<file path="src/rtl/alu_result_stage.sv">
// Registered result stage for the ALU merge output: computes Z/N/C/V flags at capture,
// buffers up to two words behind valid/ready and maintains a sticky overflow bit.
module alu_result_stage #(
    parameter int WIDTH = 16
) (
    input  logic             clk,
    input  logic             reset_n,
    input  logic [WIDTH-1:0] in_result,
    input  logic             in_cout,
    input  logic             in_a_msb,
    input  logic             in_b_msb,
    input  logic             in_sub,
    input  logic             in_valid,
    output logic             in_ready,
    output logic [WIDTH-1:0] out_data,
    output logic             out_zero,
    output logic             out_neg,
    output logic             out_carry,
    output logic             out_ovf,
    output logic             out_valid,
    input  logic             out_ready,
    output logic             ovf_sticky,
    input  logic             clr_sticky
);

    // Entry layout: {ovf, carry, neg, zero, data}
    localparam int EW = WIDTH + 4;

    logic [EW-1:0] head_reg, head_next;
    logic [EW-1:0] tail_reg, tail_next;
    logic [1:0]    count_reg, count_next;
    logic          in_ready_reg, in_ready_next;
    logic          valid_reg, valid_next;
    logic          sticky_reg, sticky_next;

    logic          push;
    logic          pop;
    logic          res_msb;
    logic          new_zero;
    logic          new_ovf;
    logic [EW-1:0] new_entry;

    assign push = in_valid & in_ready_reg;
    assign pop  = valid_reg & out_ready;

    assign res_msb  = in_result[WIDTH-1];
    assign new_zero = ~|in_result;
    // Subtract feeds ~B to the adder, so the same-sign test flips to a different-sign test.
    assign new_ovf  = in_sub ? ((in_a_msb != in_b_msb) & (res_msb != in_a_msb))
                             : ((in_a_msb == in_b_msb) & (res_msb != in_a_msb));
    assign new_entry = {new_ovf, in_cout, res_msb, new_zero, in_result};

    always_comb begin
        head_next  = head_reg;
        tail_next  = tail_reg;
        count_next = count_reg;
        case (count_reg)
            2'd0: begin
                if (push) begin
                    head_next  = new_entry;
                    count_next = 2'd1;
                end
            end
            2'd1: begin
                if (push && pop) begin
                    head_next = new_entry;
                end else if (push) begin
                    tail_next  = new_entry;
                    count_next = 2'd2;
                end else if (pop) begin
                    count_next = 2'd0;
                end
            end
            2'd2: begin
                if (pop) begin
                    head_next  = tail_reg;
                    count_next = 2'd1;
                end
            end
            default: begin
                count_next = 2'd0;
            end
        endcase
    end

    always_comb begin
        in_ready_next = (count_next != 2'd2);
        valid_next    = (count_next != 2'd0);
        sticky_next   = sticky_reg;
        if (push && new_ovf) begin
            sticky_next = 1'b1;
        end else if (clr_sticky) begin
            sticky_next = 1'b0;
        end
    end

    always_ff @(posedge clk or negedge reset_n) begin
        if (!reset_n) begin
            head_reg     <= '0;
            tail_reg     <= '0;
            count_reg    <= 2'd0;
            in_ready_reg <= 1'b1;
            valid_reg    <= 1'b0;
            sticky_reg   <= 1'b0;
        end else begin
            head_reg     <= head_next;
            tail_reg     <= tail_next;
            count_reg    <= count_next;
            in_ready_reg <= in_ready_next;
            valid_reg    <= valid_next;
            sticky_reg   <= sticky_next;
        end
    end

    assign in_ready   = in_ready_reg;
    assign out_valid  = valid_reg;
    assign ovf_sticky = sticky_reg;
    assign out_data   = head_reg[WIDTH-1:0];
    assign out_zero   = head_reg[WIDTH];
    assign out_neg    = head_reg[WIDTH+1];
    assign out_carry  = head_reg[WIDTH+2];
    assign out_ovf    = head_reg[WIDTH+3];

endmodule

</file>
<file path="config.mk">
export PLATFORM = sky130hd
export DESIGN_NAME = alu_result_stage
export DESIGN_NICKNAME = d
export VERILOG_FILES = /design/src/rtl/alu_result_stage.sv
export SDC_FILE = /design/constraint.sdc
export NUM_CORES = 1
export LEC_CHECK = 0
export BUFFER_PORTS_ARGS = -buffer_cell sky130_fd_sc_hd__buf_2
export CORE_ASPECT_RATIO = 1.5
export CORE_MARGIN = 4
export CORE_UTILIZATION = 25
export DETAILED_ROUTE_END_ITERATION = 10
export SYNTH_ARGS = -nofsm -noshare
export SYNTH_HDL_FRONTEND = slang
export SYNTH_SLANG_ARGS = --single-unit
</file>
<file path="constraint.sdc">
create_clock -name clk -period 3.9 [get_ports clk]
set_input_delay 0.39 -clock clk [delete_from_list [all_inputs] [get_ports clk]]
set_output_delay 0.39 -clock clk [all_outputs]
set_load 0.01 [all_outputs]
</file>
After elaboration in Yosys (flattened, before gate mapping)

Cells that the tools add are included.

Bits of input ports: 25
Bits in registers: 45

Muxes and demuxes: 13
Bitwise operators: 5
Reduce and logical (&&, ||, !) cells: 10
Equality and inequality tests: 9

Operators with widths:

| cell                 | count |
|---|---|
| $mux W20             | 3 |
| $pmux W20 S3         | 1 |
| $reduce_or A16 Y1    | 1 |
| $mux W2              | 5 |
| $ne A2 B2 Y1 const B | 4 |
| $pmux W2 S3          | 1 |
| $and A1 B1 Y1        | 4 |
| $reduce_and A4 Y1    | 1 |
| $reduce_bool A2 Y1   | 2 |
| $mux W1              | 3 |
| $reduce_and A3 Y1    | 1 |
| $reduce_bool A3 Y1   | 1 |
| $eq A2 B1 Y1 const B | 1 |
| $eq A2 B2 Y1 const B | 1 |
| $logic_and A1 B1 Y1  | 2 |
| $logic_not A2 Y1     | 1 |
| $ne A1 B1 Y1         | 2 |
| $eq A1 B1 Y1         | 1 |
| $logic_not A1 Y1     | 1 |
| $not A1 Y1           | 1 |

Logic depth before layout (Yosys ltp)

Gate-level depths: netlist (run 1).

Depth in word-level cells: 6
Depth in mapped cells: 5
Gate-level depth less buffers: 5

Least setup slack after synthesis (run 1)

Ideal clock, no wire load.

Kind: register to register
Start point: register in_ready_reg, in the netlist in_ready
End point: register head_reg[19]
Data arrival time: 1.433 ns
Path slack: 2.342 ns
Data required time: 3.775 ns
Path buffers: 0
Cell stages (with the launch flop): 4
Path through: dfstp_2 > nand2_2 > o32ai_4 > mux2_2

Word-level cells in the longest chain between the ends: 4
Elaborated cells on any way between the ends: 5
Those cells by class: 2 x eq/ne; 1 x bitwise; 2 x reduce/logical

Ends and longest elaborated chain:

| element                                | line | source |
|---|---|---|
| from (decl)                            | 32   | `logic in_ready_reg, in_ready_next;` |
| from (signal assigned)                 | 109  | `in_ready_reg <= in_ready_next;` |
| $and A1 B1 Y1 (*)                      | 43   | `assign push = in_valid & in_ready_reg;` |
| $logic_and A1 B1 Y1                    | 65   | `if (push && pop) begin` |
| $ne A2 B2 Y1 (no source line)          | n/a  |  |
| $reduce_and A4 Y1 (no source line) (*) | n/a  |  |
| to (signal assigned)                   | 106  | `head_reg <= head_next;` |
| to (decl)                              | 29   | `logic [EW-1:0] head_reg, head_next;` |

Mark *: on every way between the ends. The rest lies on a longest branch, timed or not.
A chain may end at the register's enable or synchronous reset.

Final worst setup path (run 1)

Start point: register count_reg[0]
End point: register head_reg[19]

Word-level cells in the longest chain between the ends: 3
Elaborated cells on any way between the ends: 9
Those cells by class: 5 x eq/ne; 1 x mux; 3 x reduce/logical

Ends and longest elaborated chain:

| element                                                                    | line | source |
|---|---|---|
| from (decl)                                                                | 31   | `logic [1:0] count_reg, count_next;` |
| from (signal assigned)                                                     | 108  | `count_reg <= count_next;` |
| $eq A2 B1 Y1 (tied with other cells)                                       | 57   | `case (count_reg)` |
| $ne A2 B2 Y1 (no source line) / $reduce_bool A3 Y1 (equally long branches) | n/a  |  |
| $reduce_and A4 Y1 (no source line)                                         | n/a  |  |

Parallel ways exist; a longest one is shown, timed or not.

==> results.md, run 1 <==
* Outcome: complete, no violations
* Post-synth top cells: 42 x dfrtp_1, 42 x nand2_1, 19 x nor2_1
* Type of origin of the critical path: register
* Post-cts hold buffer count at 0
* Average cell area after synthesis at 10.7 um^2
* DP Wirelength at 3100 um
* Root buffer cell: clkbuf_8
* Post-synthesis net count at 202
* Sum of overflow across all layers after global routing at 0
* Clock buffers created by TritonCTS at 5
* Total iterations of the first detailed-routing run at 4
* Filler cells at 802
* TritonCTS clock tree: built
* Count of cells resized by post-cts repair at 0
* Io pins at 48
* Final count of hold timing violations at 0
* Unrepaired setup endpoints after global routing: false
* Power per cell area at 768 nW/um^2
* Worst min-delay path category: in -> async
* Routed Wire Length at 4310 um
* Area of the core at 7320 um^2
* Maximum number of pins on one net before global-route repair at 44
* Area added between synthesis and finish at 22.2%
* Post-Synthesis Cells at 177
* Number of setup buffers added after CTS at 0
* Setup TNS at 0 ns
* Total of buffers placed on input and output ports at 47
* Final standard cell area without fillers at 2320 um^2
* Overall global routing resource usage at 10.8%
* Clock Pin Slew Worst Setup and Hold Paths at 0.08 ns
* Dominant cells by area after synthesis: dfrtp_1 55%, mux2_2 11%, nand2_1 8.3%, a31oi_1 5.9%, nor2_1 3.8%
* Effective utilization at floorplan at 25.9%
* Post-Syn Area at 1900 um^2
* Yosys top cell by area: dfrtp_1
* Via count of the first global-routing pass at 1502
* Post-detailed-route count of antenna-violating nets at 0
* Starting DRT DRC Count at 82
* DRC violation count after routing at 0
* Top flip-flop cell by instance count after synthesis: dfrtp_1
* Post-detailed-route wirelength per cell at 13.3 um
* Maxcap violations at 0
* Share of synthesized flip-flops with an asynchronous set or reset at 100%
* Final critical delay including setup and external delays at 2.11 ns
* Number of setup violations in the final report at 0
* Maximum operating frequency at 473 MHz
* GP Congestion at 0.749
* Total of flip-flops plus latches after synthesis at 43
* Critical path fanouts, max at 22
* Slew Limit Fails at 0
* Crit path required time at 4.08 ns
* Critical Path End Type: register
* Worst IR drop on VDD at 252 uV
* Synthesis Warnings at 0
* Clk_lat worst skew at 0.29 ns
* Post-placement cell area at 2200 um^2
* Non-filler instance count after layout at 324
* Placement row count at 38
* Arrival time reported for the critical path endpoint at 2.29 ns
* Total placed cells including tap cells at 316
* Width of the die at 79.1 um
* H-tree depth reported by CTS at 2
* Count of vias placed by the detailed router at 1411
* Die extent in y at 115 um
* Die area at 9070 um^2
* Maximum buffer depth of the clock tree at 2
* Diode insertion count for antenna repair at 0
* Leakage power total at 0.00104 uW
* Post-route clock period utilization at 54.2%
* Post-synthesis sequential area ratio at 56.8%
* Total clock sinks at 43
* Critical path type: reg -> reg
* Mean number of vias per cell at 4.35
* Fraction of layout instances using a drive strength above 1 at 35.7%
* Post-layout nets at 248
* Wire length of the first global-routing pass at 7550 um
* Number of antenna violations at the first check in global routing at 0
* Relative slew margins at 36.9%
* Count of unique library cells instantiated by Yosys at 26
* Post-synth EDFFs at 0
* Actual transition at the worst max-transition pin at 0.947 ns
* Area share of the leading cell type in the synthesized netlist at 55.4%
* Post-route clock skew at 0.00717 ns
-- routing by layer --
layer	track usage, %	vias to the layer above	part of all wire, %
met5	0	-	0
li1	-	709	-
met2	18.3	31	50
met3	3.94	5	6.9
met4	3.90	0	1.4
met1	12.3	666	41
-- report_power, final --
part | switching, uW | total, uW | internal (uW)
Clock | 152 | 359 | 207
Combinational | 333 | 638 | 305
Sequential | 124 | 783 | 659
-- worst max-delay path, cell delays in order, from the launching register on --
cell and delay (ns):
dfrtp_1 0.42, nand2b_2 0.41, o32ai_4 0.49, buf_4 0.33, mux2_2 0.35
-- cell families (layout without fill, tap and decap cells) --
logic type | count (synthesis) | after routing | synth area share [%]
multiplexers | 19 | 19 | 11.2
AO/OA/AOI/OAI | 30 | 30 | 11.4
flip-flops | 43 | 43 | 56.8
AND/OR/NAND/NOR | 72 | 72 | 16.0
XOR/XNOR | 1 | 1 | 0.462
buffers and inverters | 12 | 59 | 4.16
-- final cells by class --
type,count,area (um^2),area share [%]
sequential,43,1080,46.5
multi-input combinational,122,741,31.9
timing repair buffer,49,250,10.8
tap,100,125,5.40
clock buffer,6,82.6,3.56
clock inverter,2,35.0,1.51
inverter,2,7.51,0.324
-- per-stage QoR --
step | total power (uW) | setup WS (ns) | hold slack, ns | util [%]
final | 1780 | 1.79 | 0.237 | 31.7
after global routing | 1950 | 1.56 | 0.276 | 31.7
after CTS | 1810 | 1.76 | 0.269 | 31.7
after detailed placement | 1450 | 1.77 | 0.471 | 30.1
after global placement | 1430 | 1.80 | 0.462 | 30.1
after floorplan | 1240 | 2.34 | 0.0944 | -
-- placed cells by master, fill, tap and decap left out --
cell       netlist  final
clkinv_2         0      1
inv_1            2      2
a21oi_1          3      3
nand2_2          1      1
bufinv_16        0      1
nor2b_1          3      3
o22ai_1          2      2
nor2_1          19     19
dfrtp_1         42     42
and3b_1          1      1
clkbuf_8         0      6
nand2_1         42     42
buf_4            4      2
o21a_1           1      1
mux2i_1          1      1
xor2_1           1      1
o21ai_0          3      3
buf_2            3     47
a31oi_1         18     18
mux2_2          18     18
o211ai_1         1      1
nand2b_2         1      1
o32ai_4          1      1
dfstp_2          1      1
nand4_1          1      1
nor4_1           4      4
a21boi_4         1      1
-- path summary, 6_finish.rpt --
check,to,start,depth (start not counted),slack [ns]
min in group clk,ovf_sticky,clr_sticky,2,0.29
worst min register to register,tail_reg[19],tail_reg[19],2,0.49
max in group asynchronous,head_reg[18],reset_n,1,3.06
worst max-delay path,head_reg[19],count_reg[0],4,1.79
worst min-delay path,head_reg[13],reset_n,1,0.24
worst max register to register,head_reg[19],count_reg[0],4,1.79
(Power assumes the default switching activity.)
==> run 2: changes to the inputs <==
Clock period 3.9 ns to 1.9 ns, I/O delays scaled along.
==> results.md, run 2 (synthesis results as in run 1) <==
* Crit path required time at 2.08 ns (-2.00 ns)
* Total iterations of the first detailed-routing run at 4 (unchanged)
* GP Congestion at 0.768 (+2.5%)
* Internal power at 2270 uW (+94%)
* Startpoint of the worst register-to-register path: in_ready
* Area added between synthesis and finish at 22.8%
* R2r endpoint: head_reg[16]
* TritonCTS clock tree: built
* Post-layout nets at 254 (+2.4%)
* Leading cell types in the layout, fill and taps excluded: 47 x buf_2, 42 x nand2_1, 42 x dfrtp_1
* Number of setup violations in the final report at 0 (unchanged)
* Slowest stage delay, CP at 0.56 ns (+0.07 ns)
* Filler cells at 811 (+1.1%)
* Die area at 9070 um^2 (unchanged)
* Actual transition at the worst max-transition pin at 0.546 ns (-0.400 ns)
* Worst IR drop on VDD at 472 uV (+87%)
* Slew Limit Fails at 0 (unchanged)
* Critical-path cell with the highest stage delay: dfstp_2
* Maximum number of pins on one net before global-route repair at 44 (unchanged)
* Share of power burned in registers at 45.5% (+1.5 points)
* Beginning of the worst hold path: clr_sticky
* Family with the most delay on the worst path: flip-flops
* Via count of the first global-routing pass at 1477 (-1.7%)
* Starting DRT DRC Count at 77 (-6.1%)
* Arrival time reported for the critical path endpoint at 1.74 ns (-0.55 ns)
* Setup TNS at 0 ns (unchanged)
* Worst reg-to-reg path cell count at 5 (+1)
* Post-detailed-route count of antenna-violating nets at 0 (unchanged)
* Total placed cells including tap cells at 321 (+1.6%)
* Routed Wire Length at 4340 um (+0.91%)
* Fraction of power consumed by the clock network at 15.8% (-4.4 points)
* DRC violation count after routing at 0 (unchanged)
* Wire length of the first global-routing pass at 7180 um (-4.8%)
* DP Wirelength at 3190 um (+2.9%)
* Count of cells resized by post-cts repair at 0 (unchanged)
* Area of the core at 7320 um^2 (unchanged)
* Final count of hold timing violations at 0 (unchanged)
* Most frequent standard cell in the layout excluding fill and tap cells: buf_2
* Final critical delay including setup and external delays at 1.56 ns (-0.556 ns)
* Overall global routing resource usage at 10.2% (-0.55 points)
* Relative slew margins at 63.6% (+27 points)
* Critical path fanouts, max at 18 (-18%)
* Maxcap violations at 0 (unchanged)
* Non-filler instance count after layout at 330 (+1.9%)
* Number of stages on the worst hold path at 2
* CP Cell Sequence: nand2_2 > o32ai_4 > buf_4 > o211ai_1 > o21a_1
* Number of setup buffers added after CTS at 0 (unchanged)
* Effective utilization at floorplan at 25.9% (unchanged)
* Worst-case hold path end point: ovf_sticky
* Root buffer cell: clkbuf_8
* Unrepaired setup endpoints after global routing: false
* Clock Pin Slew Worst Setup and Hold Paths at 0.08 ns (about the same)
* Net switching component of the power at 1240 uW (+100%)
* Power per cell area at 1510 nW/um^2 (+96%)
* Flop-to-flop setup slack at 0.34 ns (-1.44 ns)
* Maximum buffer depth of the clock tree at 2 (unchanged)
* Post-route clock skew at 0.00436 ns (-0.00281 ns)
* Share of total power in combinational logic at 38.7% (+2.9 points)
* Post-route clock period utilization at 82.0% (+28 points)
* Worst slack, placed at 0.341 ns (-1.43 ns)
* Type of origin of the critical path: register
* Final worst setup slack at 0.342 ns (-1.44 ns)
* Fraction of layout instances using a drive strength above 1 at 35.7% (-0.062 points)
* Number of antenna violations at the first check in global routing at 0 (unchanged)
* Critical path buffer and inverter count at 1 (unchanged)
* Clock buffers created by TritonCTS at 5 (unchanged)
* Io pins at 48 (unchanged)
* Critical Path End Type: register
* Outcome: complete, no violations
* Post-detailed-route wirelength per cell at 13.2 um (-0.93%)
* Total clock sinks at 43 (unchanged)
* Maximum operating frequency at 642 MHz (+36%)
* Width of the die at 79.1 um (unchanged)
* Design Power at 3510 uW (+97%)
* Leakage power total at 0.00105 uW (+0.50%)
* Mean number of vias per cell at 4.32 (-0.91%)
* Die extent in y at 115 um (unchanged)
* Critical path type: reg -> reg
* Count of vias placed by the detailed router at 1424 (+0.92%)
* Placement row count at 38 (unchanged)
* Diode insertion count for antenna repair at 0 (unchanged)
* Clk_lat worst skew at 0.29 ns (about the same)
* Worst min-delay path category: in -> reg
* Total of buffers placed on input and output ports at 47 (unchanged)
* Share of total power consumed by net switching at 35.2% (+1.0 points)
* Sum of overflow across all layers after global routing at 0 (unchanged)
* H-tree depth reported by CTS at 2 (unchanged)
==> run 2: area by class of cell <==
class	count	area, um^2	area share (%)
clock buffer	8	80.1	3.44
inverter	2	7.51	0.322
multi-input combinational	122	741	31.8
sequential	43	1080	46.3
tap	100	125	5.37
timing repair buffer	55	298	12.8
==> run 2: worst max-delay path by stage <==
stage	start	cells past startpoint	slack, ns	end
5_1_grt	in_ready	5	0.23	head_reg[16]
2_1_floorplan	in_ready	3	0.34	head_reg[19]
6_report	in_ready	5	0.34	head_reg[16]
3_3_place_gp	in_ready	5	0.39	head_reg[16]
3_5_place_dp	in_ready	5	0.34	head_reg[16]
4_1_cts	in_ready	5	0.33	head_reg[16]
==> run 2: per-stage QoR <==
stage | instance area, um^2 | utilization (%) | hold WS, ns
after floorplan | 1900 | - | -0.106
after global placement | 2240 | 30.6 | 0.305
after detailed placement | 2240 | 30.6 | 0.306
after CTS | 2330 | 31.8 | 0.0845
after global routing | 2330 | 31.8 | 0.0831
final | 2330 | 31.8 | 0.0928
==> run 2: power by group through the flow <==
stage / combinational (uW) / clock (uW) / sequential (uW)
3_3_place_gp: 1360 / 0 / 1610
5_1_grt: 1530 / 619 / 1650
3_5_place_dp: 1390 / 0 / 1620
2_1_floorplan: 859 / 0 / 1680
6_report: 1360 / 555 / 1600
4_1_cts: 1390 / 583 / 1600
==> run 2: timing repair <==
| item | in CTS | in global routing |
|---|---|---|
| hold buffers | 1 | 0 |
| hold endpoints to repair | 42 | 0 |
| endpoints found under the setup margin | 0 | 0 |
==> run 2: per-layer routing <==
| metal | wire length [um] | vias to the layer above | global-route usage (%) |
|---|---|---|---|
| met5 | 0 | - | 0 |
| met4 | 71 | 0 | 3.78 |
| met3 | 261 | 7 | 3.39 |
| met2 | 2170 | 31 | 17.0 |
| met1 | 1850 | 673 | 12.1 |
| li1 | - | 713 | - |
==> run 3: changes to the inputs <==
Settings changed: ABC_AREA from default to 1.
Clock period 1.9 ns to 1.5 ns, I/O delays scaled along.
==> results.md, run 3 <==
* R2r endpoint: tail_reg[9]
* Maximum buffer depth of the clock tree at 2 (unchanged)
* Fraction of layout instances using a drive strength above 1 at 22.8% (-13 points)
* Leading cell types in the layout, fill and taps excluded: 83 x nand2_1, 47 x buf_2, 42 x dfrtp_1
* Clock Pin Slew Worst Setup and Hold Paths at 0.05 ns (-0.03 ns)
* Post-synthesis sequential area ratio at 55.9% (-0.89 points)
* Area share of the leading cell type in the synthesized netlist at 54.5% (-0.86 points)
* Number of antenna violations at the first check in global routing at 0 (unchanged)
* Placement row count at 39 (+2.6%)
* Final critical delay including setup and external delays at 1.37 ns (-0.185 ns)
* Post-synthesis net count at 265 (+31%)
* Critical Path End Type: register
* Post-Syn Area at 1930 um^2 (+1.6%)
* Mean number of vias per cell at 4.03 (-6.5%)
* Clk_lat worst skew at 0.28 ns (about the same)
* Number of setup buffers added after CTS at 0 (unchanged)
* Post-layout nets at 315 (+24%)
* Post-synth top cells: 83 x nand2_1, 42 x dfrtp_1, 30 x o21ai_1
* Leakage power total at 0.00134 uW (+28%)
* Beginning of the worst hold path: clr_sticky
* Slew Limit Fails at 0 (unchanged)
* Die area at 9200 um^2 (+1.4%)
* Wire length of the first global-routing pass at 7090 um (-1.3%)
* Die extent in y at 116 um (+0.73%)
* Post-detailed-route wirelength per cell at 11.1 um (-15%)
* Non-filler instance count after layout at 392 (+19%)
* Starting DRT DRC Count at 73 (-5.2%)
* Total placed cells including tap cells at 384 (+20%)
* Post-detailed-route count of antenna-violating nets at 0 (unchanged)
* Maximum operating frequency at 728 MHz (+13%)
* Post-synth EDFFs at 0 (unchanged)
* Routed Wire Length at 4370 um (+0.48%)
* Crit path required time at 1.66 ns (-0.42 ns)
* Yosys top cell by area: dfrtp_1
* Io pins at 48 (unchanged)
* Most frequent standard cell in the layout excluding fill and tap cells: nand2_1
* Root buffer cell: clkbuf_16
* DP Wirelength at 3270 um (+2.4%)
* Number of setup violations in the final report at 0 (unchanged)
* Final standard cell area without fillers at 2460 um^2 (+5.6%)
* Relative slew margins at 74.4% (+11 points)
* Post-route clock skew at 0.00502 ns (+0.000659 ns)
* Most frequent cell after synthesis: nand2_1
* Share of synthesized flip-flops with an asynchronous set or reset at 100% (unchanged)
* Sum of overflow across all layers after global routing at 0 (unchanged)
* Worst-case hold path end point: ovf_sticky
* Post-route clock period utilization at 91.6% (+9.6 points)
* Effective utilization at floorplan at 25.5% (-0.43 points)
* Via count of the first global-routing pass at 1560 (+5.6%)
* Worst reg-to-reg path cell count at 7 (+2)
* GP Congestion at 0.798 (+3.8%)
* Clock buffers created by TritonCTS at 5 (unchanged)
* Unrepaired setup endpoints after global routing: false
* Total iterations of the first detailed-routing run at 4 (unchanged)
* Post-Synthesis Cells at 240 (+36%)
* H-tree depth reported by CTS at 2 (unchanged)
* Outcome: complete, no violations
* Area of the core at 7560 um^2 (+3.3%)
* Maximum number of pins on one net before global-route repair at 39 (-11%)
* Startpoint of the worst register-to-register path: in_ready
* Critical path type: reg -> reg
* Flop-to-flop setup slack at 0.13 ns (-0.22 ns)
* Number of stages on the worst hold path at 2 (unchanged)
* Worst IR drop on VDD at 718 uV (+52%)
* Total clock sinks at 43 (unchanged)
* Width of the die at 79.7 um (+0.71%)
* DRC violation count after routing at 0 (unchanged)
* Final count of hold timing violations at 0 (unchanged)
* Worst min-delay path category: in -> reg
* Type of origin of the critical path: register
* Actual transition at the worst max-transition pin at 0.384 ns (-0.163 ns)
* Dominant cells by area after synthesis: dfrtp_1 55%, nand2_1 16%, o21ai_1 7.8%, inv_1 4.9%, nor2_1 4.1%
* Count of vias placed by the detailed router at 1581 (+11%)
* Count of unique library cells instantiated by Yosys at 17 (-35%)
* Area added between synthesis and finish at 27.7%
* Power per cell area at 2060 nW/um^2 (+37%)
* Total of buffers placed on input and output ports at 47 (unchanged)
* Top flip-flop cell by instance count after synthesis: dfrtp_1
* Total of flip-flops plus latches after synthesis at 43 (unchanged)
* Diode insertion count for antenna repair at 0 (unchanged)
* Setup TNS at 0 ns (unchanged)
* Critical path fanouts, max at 38 (+20)
* TritonCTS clock tree: built
* Synthesis Warnings at 0 (unchanged)
* Overall global routing resource usage at 10.0% (-0.17 points)
* Filler cells at 812 (+0.12%)
* Average cell area after synthesis at 8.03 um^2 (-25%)
* Arrival time reported for the critical path endpoint at 1.53 ns (-0.21 ns)
* Post-placement cell area at 2300 um^2 (+2.9%)
* Maxcap violations at 0 (unchanged)
## run 3: cell count changes after synthesis, sizes merged, moves of 3 or more
cell and change:
a21oi +3, a31oi -18, inv +23, mux2 -18, nand2 +41, nor2b -3, nor4 -4, o21ai +42
## run 3: critical path: stages, from the launching register on
cell and delay, ns:
dfstp_2 0.52, nand2_1 0.07, buf_4 0.15, nor2_1 0.08, nand2_1 0.09, buf_12 0.18, nand2_1 0.07, o21ai_0 0.08
## run 3: final cells by class
| cell class | instances | area, um^2 | share of cell area, % |
|---|---|---|---|
| Tap cell | 102 | 128 | 5.19 |
| Timing Repair Buffer | 55 | 335 | 13.6 |
| Multi-Input combinational cell | 160 | 682 | 27.7 |
| Clock buffer | 6 | 139 | 5.65 |
| Inverter | 25 | 93.8 | 3.81 |
| Sequential cell | 43 | 1080 | 43.8 |
| Clock inverter | 1 | 5.00 | 0.203 |
## run 3: cell families after synthesis
family | Yosys count | synth area share, %
AND/OR/NAND/NOR | 108 | 21.4
flip-flops | 43 | 55.9
AO/OA/AOI/OAI | 52 | 13.8
buffers and inverters | 37 | 8.90
## run 3: per-layer routing
metal / GRT usage (%) / wire length, um / share of wire [%] / vias to the layer above
met5: 0 / 0 / 0 / -
met4: 4.13 / 76 / 1.7 / 0
met3: 3.42 / 232 / 5.3 / 6
met2: 16.1 / 2010 / 46 / 32
met1: 12.3 / 2050 / 47 / 697
li1: - / - / - / 846
## run 3: how the worst max path moves through the flow
| stage | from | end | slack (ns) | cells after the start |
|---|---|---|---|---|
| floorplan | in_ready | tail_reg[6] | 0.17 | 7 |
| global placement | in_ready | head_reg[19] | 0.17 | 7 |
| detailed placement | in_ready | head_reg[19] | 0.13 | 7 |
| CTS | in_ready | head_reg[19] | 0.13 | 7 |
| global route | in_ready | tail_reg[10] | 0.02 | 6 |
| finish | in_ready | tail_reg[9] | 0.13 | 7 |
## run 3: report_power, final
group	internal, uW	total [uW]	switching (uW)
Sequential	1710	1980	268
Clock	649	1070	417
Combinational	809	2020	1210
## run 3: stage by stage
step | power, uW | setup WS [ns] | utilization, % | hold WS (ns)
floorplan | 3320 | 0.170 | - | -0.146
global placement | 4000 | 0.170 | 30.4 | 0.0924
detailed placement | 4050 | 0.126 | 30.4 | 0.0995
CTS | 5150 | 0.129 | 32.5 | 0.0653
global route | 5490 | 0.0242 | 32.5 | 0.0786
finish | 5060 | 0.126 | 32.5 | 0.0703
## run 3: what timing repair did
item,4_1_cts,5_1_grt
hold buffers,1,0
setup endpoints to repair,0,1
hold endpoints to repair,14,0
resized for setup,0,1
